$ cat config.mk
export PLATFORM = sky130hd
export DESIGN_NAME = serial_add_sched
export DESIGN_NICKNAME = d
export VERILOG_FILES = /design/src/rtl/serial_add_pkg.sv /design/src/rtl/serial_add_sched_fa_bit.sv /design/src/rtl/serial_add_sched.sv
export SDC_FILE = /design/constraint.sdc
export NUM_CORES = 1
export LEC_CHECK = 0
export CAP_MARGIN = 0
export CORE_MARGIN = 10
export CORE_UTILIZATION = 43
export CTS_CLUSTER_DIAMETER = 50
export DETAILED_ROUTE_END_ITERATION = 16
export PLACE_DENSITY = 0.75
export SETUP_SLACK_MARGIN = 0.2
export SYNTH_ARGS = -nofsm -noshare
export SYNTH_HDL_FRONTEND = slang
export SYNTH_SLANG_ARGS = --single-unit
export TNS_END_PERCENT = 100
$ cat constraint.sdc
create_clock -name clk -period 1.18 [get_ports clk]
set_input_delay 0.118 -clock clk [delete_from_list [all_inputs] [get_ports clk]]
set_output_delay 0.118 -clock clk [all_outputs]
set_load 0.02 [all_outputs]
$ cat src/rtl/serial_add_pkg.sv
// Shared types and defaults for the bit-serial adder scheduler.
package serial_add_pkg;

    localparam int DEFAULT_WIDTH = 8;

    typedef enum logic [1:0] {
        IDLE  = 2'd0,
        SHIFT = 2'd1,
        DONE  = 2'd2
    } state_t;

endpackage

$ cat src/rtl/serial_add_sched_fa_bit.sv
// Single 1-bit full-adder cell shared by both requesters.
module fa_bit (
    input  logic a,
    input  logic b,
    input  logic cin,
    output logic s,
    output logic cout
);

    assign s    = a ^ b ^ cin;
    assign cout = (a & b) | (a & cin) | (b & cin);

endmodule

$ cat src/rtl/serial_add_sched.sv
// Two-requester scheduler around one bit-serial full adder: grant, shift LSB-first, hold result.
module serial_add_sched
    import serial_add_pkg::*;
#(
    parameter int WIDTH = DEFAULT_WIDTH
) (
    input  logic             clk,
    input  logic             rst,
    input  logic             in0_valid,
    output logic             in0_ready,
    input  logic [WIDTH-1:0] in0_a,
    input  logic [WIDTH-1:0] in0_b,
    input  logic             in1_valid,
    output logic             in1_ready,
    input  logic [WIDTH-1:0] in1_a,
    input  logic [WIDTH-1:0] in1_b,
    output logic             out_valid,
    input  logic             out_ready,
    output logic [WIDTH-1:0] out_sum,
    output logic             out_cout,
    output logic             out_id,
    output logic             busy
);

    localparam int CW = $clog2(WIDTH + 1);
    localparam logic [CW-1:0] LAST_BIT = CW'(WIDTH - 1);

    state_t           state;
    logic             last_served;
    logic             grant_id;
    logic             accept;
    logic [WIDTH-1:0] a_q;
    logic [WIDTH-1:0] b_q;
    logic [WIDTH-1:0] sum_q;
    logic             c_q;
    logic             id_q;
    logic [CW-1:0]    cnt;
    logic             s_bit;
    logic             c_bit;

    // Round-robin on a tie: favour whoever was not served last.
    always_comb begin
        grant_id = 1'b0;
        if (in0_valid && in1_valid) begin
            grant_id = ~last_served;
        end else if (in1_valid) begin
            grant_id = 1'b1;
        end
    end

    // Readies are masked by rst so they read 0 even before the first reset edge.
    assign in0_ready = (state == IDLE) && !rst && in0_valid && !grant_id;
    assign in1_ready = (state == IDLE) && !rst && in1_valid &&  grant_id;
    assign accept    = in0_ready | in1_ready;

    fa_bit u_fa (
        .a    (a_q[0]),
        .b    (b_q[0]),
        .cin  (c_q),
        .s    (s_bit),
        .cout (c_bit)
    );

    // NOTE: all state here uses non-blocking assignments so every register samples pre-edge values.
    always_ff @(posedge clk) begin
        if (rst) begin
            state       <= IDLE;
            last_served <= 1'b1;
            c_q         <= 1'b0;
            cnt         <= '0;
            a_q         <= '0;
            b_q         <= '0;
            sum_q       <= '0;
            id_q        <= 1'b0;
            out_valid   <= 1'b0;
            busy        <= 1'b0;
        end else begin
            case (state)
                IDLE: begin
                    if (accept) begin
                        a_q         <= grant_id ? in1_a : in0_a;
                        b_q         <= grant_id ? in1_b : in0_b;
                        id_q        <= grant_id;
                        last_served <= grant_id;
                        c_q         <= 1'b0;
                        cnt         <= '0;
                        busy        <= 1'b1;
                        state       <= SHIFT;
                    end
                end
                SHIFT: begin
                    a_q   <= a_q >> 1;
                    b_q   <= b_q >> 1;
                    // Shift form stays legal when WIDTH is 1.
                    sum_q <= (sum_q >> 1) | (WIDTH'(s_bit) << (WIDTH - 1));
                    c_q   <= c_bit;
                    cnt   <= cnt + CW'(1);
                    if (cnt == LAST_BIT) begin
                        out_valid <= 1'b1;
                        state     <= DONE;
                    end
                end
                DONE: begin
                    if (out_ready) begin
                        out_valid <= 1'b0;
                        busy      <= 1'b0;
                        state     <= IDLE;
                    end
                end
                default: begin
                    out_valid <= 1'b0;
                    busy      <= 1'b0;
                    state     <= IDLE;
                end
            endcase
        end
    end

    assign out_sum  = sum_q;
    assign out_cout = c_q;
    assign out_id   = id_q;

endmodule

==> flow_results.xml <==
<?xml version="1.0" encoding="UTF-8"?>
<metrics>
  <group name="yosys">
    <metric name="ys_seq_area_frac" unit="">0.368</metric>
    <metric name="netlist.top_cell.by_area" unit="">sky130_fd_sc_hd__dfxtp_1</metric>
    <metric name="mean_syn_cell_area" unit="um2">8.74</metric>
    <metric name="postSynthNetCount" unit="">257</metric>
    <metric name="postSynthCellCount" unit="">218</metric>
    <metric name="netlist-cell-type-count" unit="">44</metric>
    <metric name="yosysWarningCount" unit="">0</metric>
    <metric name="netlist_area" unit="um2">1900</metric>
    <metric name="postSynth.topFlopCell" unit="">sky130_fd_sc_hd__dfxtp_1</metric>
    <metric name="synth_enable_flop_cells" unit="">0</metric>
    <metric name="yosys_register_bits" unit="">35</metric>
    <metric name="synth_top_area_frac" unit="">0.368</metric>
    <metric name="asyncSetResetFlopFracSynth" unit="">0</metric>
    <metric name="netlist_top_cells_area" unit="">sky130_fd_sc_hd__dfxtp_1 (37%), sky130_fd_sc_hd__nor3_1 (7.1%), sky130_fd_sc_hd__nand3_2 (5.3%)</metric>
  </group>
  <group name="place">
    <metric name="place_ws" unit="ps">-601</metric>
    <metric name="dpl.cell_count" unit="">320</metric>
    <metric name="port-buffer-count" unit="">50</metric>
    <metric name="place.gp.congestion" unit="">0.732</metric>
    <metric name="dpl.hpwl" unit="um">3310</metric>
  </group>
  <group name="pwr">
    <metric name="cellPowerDensity" unit="nW/um2">1010</metric>
    <metric name="vdd_drop_max" unit="mV">0.680</metric>
    <metric name="power.share.sequential" unit="">0.425</metric>
    <metric name="swShare" unit="">0.270</metric>
    <metric name="static-leakage-power" unit="nW">1.17</metric>
    <metric name="total_power" unit="mW">3.06</metric>
    <metric name="power_frac_clock" unit="">0.316</metric>
    <metric name="net-switching-power" unit="uW">827</metric>
    <metric name="combinationalPowerShare" unit="">0.260</metric>
    <metric name="internal_power" unit="mW">2.23</metric>
  </group>
  <group name="die">
    <metric name="num_io_pins" unit="">51</metric>
    <metric name="placementRows" unit="">24</metric>
    <metric name="fp.dieArea" unit="um2">7490</metric>
    <metric name="core_area" unit="um2">4320</metric>
    <metric name="chipHeight" unit="um">86.6</metric>
    <metric name="die_w" unit="um">86.6</metric>
    <metric name="initial_utilization" unit="">0.440</metric>
  </group>
  <group name="cells_and_area">
    <metric name="most-common-layout-cells" unit="">sky130_fd_sc_hd__clkdlybuf4s50_1 (35), sky130_fd_sc_hd__dfxtp_1 (28), sky130_fd_sc_hd__nand2_1 (17), sky130_fd_sc_hd__nor3_1 (16)</metric>
    <metric name="drive_above_1_share" unit="">0.409</metric>
    <metric name="layout.cells.most_common" unit="">sky130_fd_sc_hd__clkdlybuf4s50_1</metric>
    <metric name="n_antenna_cell" unit="">0</metric>
    <metric name="flow.area_growth_from_synthesis" unit="%">58.7</metric>
    <metric name="fin_nets" unit="">329</metric>
    <metric name="layout.cells.non_filler" unit="">343</metric>
  </group>
  <group name="timing">
    <metric name="slew_violations" unit="">0</metric>
    <metric name="relSlewSlack" unit="">0.797</metric>
    <metric name="period_share" unit="">1.20</metric>
    <metric name="fin_worst_hold_slack" unit="ps">457</metric>
    <metric name="final.setup_skew" unit="ps">4.12</metric>
    <metric name="unrepaired_setup_endpoints_after_global_routing" unit="">true</metric>
    <metric name="max_clock_freq" unit="MHz">705</metric>
    <metric name="timing.final.hold_violations" unit="">0</metric>
    <metric name="setup_ws" unit="ps">-239</metric>
    <metric name="period_minus_slack" unit="ps">1420</metric>
    <metric name="timing_worst_slew_pin_value" unit="ps">302</metric>
    <metric name="setup_violations" unit="">34</metric>
  </group>
  <group name="clock_tree">
    <metric name="htree_num_levels" unit="">2</metric>
    <metric name="clk_pin_slew" unit="ps">70</metric>
    <metric name="root_buffer" unit="">sky130_fd_sc_hd__clkbuf_8</metric>
    <metric name="cts-root-to-sink-buffers" unit="">2</metric>
    <metric name="cts_hold_buffers" unit="">0</metric>
    <metric name="tritoncts.num_buffers" unit="">5</metric>
    <metric name="clock_sinks" unit="">35</metric>
    <metric name="worstSkewPairLatency" unit="ps">290</metric>
    <metric name="cts_tree" unit="">done</metric>
  </group>
  <group name="route">
    <metric name="drtIter0Drc" unit="">97</metric>
    <metric name="drt-met1-wl" unit="um">2540</metric>
    <metric name="route.final.wire_length" unit="um">5950</metric>
    <metric name="routed_via_density" unit="">5.52</metric>
    <metric name="vias" unit="">1892</metric>
    <metric name="detailroute.wirelength.met3" unit="um">290</metric>
    <metric name="route.met2.wl" unit="um">2970</metric>
    <metric name="wl_per_cell" unit="um">17.3</metric>
    <metric name="final_antenna_net_count" unit="">0</metric>
    <metric name="top_layer_used" unit="">met4</metric>
    <metric name="drtPass1Iterations" unit="">4</metric>
    <metric name="drcViolationCount" unit="">0</metric>
  </group>
  <group name="global_routing">
    <metric name="first_global_vias" unit="">1864</metric>
    <metric name="grt_max_degree" unit="">23</metric>
    <metric name="grt_antenna_before_repair" unit="">0</metric>
    <metric name="grt_util_all_layers" unit="">0.143</metric>
    <metric name="grt_first_pass_wirelength" unit="um">8850</metric>
    <metric name="globalRouteOverflowTotal" unit="">0</metric>
  </group>
  <group name="flow_run">
    <metric name="drv.max_cap_violation_count" unit="">0</metric>
  </group>
  <group name="run_status">
    <metric name="outcome" unit="">finished, violations left</metric>
    <metric name="violations" unit="">setup timing</metric>
  </group>
  <group name="setup_path">
    <metric name="timing.critical_path.to_type" unit="">flop</metric>
    <metric name="worst-r2r-setup-slack" unit="ps">-240</metric>
    <metric name="timing.critical_path.required" unit="ps">1370</metric>
    <metric name="critical_path.startpoint_type" unit="">flop</metric>
    <metric name="worstPathArrival" unit="ps">1600</metric>
    <metric name="critical_path_peak_fanout" unit="">7</metric>
    <metric name="critPathKind" unit="">flop to flop</metric>
  </group>
  <group name="hold_path">
    <metric name="min_path_type" unit="">flop to flop</metric>
  </group>
</metrics>
-- synthesized netlist by cell type (4+ instances only) --
cell / n
sky130_fd_sc_hd__dfxtp_1: 35
sky130_fd_sc_hd__nand2b_1: 15
sky130_fd_sc_hd__o32ai_2: 5
sky130_fd_sc_hd__nand3_1: 6
sky130_fd_sc_hd__o32ai_1: 9
sky130_fd_sc_hd__o21ai_0: 6
sky130_fd_sc_hd__a21oi_1: 13
sky130_fd_sc_hd__nand3_2: 10
sky130_fd_sc_hd__nor3_1: 27
sky130_fd_sc_hd__buf_6: 5
sky130_fd_sc_hd__inv_1: 17
sky130_fd_sc_hd__nor2_1: 5
sky130_fd_sc_hd__clkbuf_1: 4
sky130_fd_sc_hd__buf_2: 5
sky130_fd_sc_hd__nand2_1: 17
-- flip-flops by register name, summed over array words and instances, names as in the netlist, 2 cells and up --
name     count
a_q          8
b_q          8
out_sum      8
cnt          4
state        2
-- power groups by stage --
stage                     Sequential [mW]  Combinational, mW  Clock, mW
after floorplan                      1.33              0.371          0
after global placement               1.32              0.608          0
after detailed placement             1.32              0.616          0
after CTS                            1.29              0.707      0.967
after global routing                 1.31              0.852       1.03
final                                1.30              0.795      0.965
-- worst max-delay path, stage by stage (launching register included) --
cell	delay, ps
sky130_fd_sc_hd__dfxtp_4	360
sky130_fd_sc_hd__buf_8	130
sky130_fd_sc_hd__and2b_4	320
sky130_fd_sc_hd__buf_12	130
sky130_fd_sc_hd__nor3_1	60
sky130_fd_sc_hd__o32ai_1	310
-- per-layer routing --
layer	vias up	global-route usage
li1	915	-
met1	905	0.176
met2	55	0.238
met3	17	0.0338
met4	0	0.0515
met5	-	0
-- worst paths after layout --
check,endpoint,startpoint,cells past startpoint
max reg2reg,b_q[1],state[1],5
min reg2reg,b_q[5],b_q[5],2
max,b_q[1],state[1],5
min,b_q[5],b_q[5],2
-- repair_timing --
item,in CTS,in global routing
pin swaps,9,7
endpoints found under the setup margin,49,38
buffers inserted,8,1
hold endpoints to repair,0,0
gates cloned,2,4
gates resized for setup,102,16
-- metrics by stage --
stage	utilization	setup TNS, ps	cell area [um2]
5_1_grt	0.699	-7020	3020
4_1_cts	0.657	-3220	2840
3_5_place_dp	0.587	-12930	2540
2_1_floorplan	-	-13.9	1960
6_report	0.699	-5330	3020
3_3_place_gp	0.587	-12170	2540
-- layout make-up --
cell class	count	area [um2]
timing repair buffer	83	886
clock buffer	8	100
inverter	17	63.8
multi-input combinational	148	1190
tap	52	65.1
sequential	35	717
fill	331	1300
-- kinds of logic after synthesis --
logic type | share of synthesized area
compound gates | 0.194
flops | 0.368
mux | 0.0158
simple gates | 0.302
buf+inv | 0.104
fa+ha+maj | 0.0171
No activity file was read; power rests on OpenSTA's default activity.
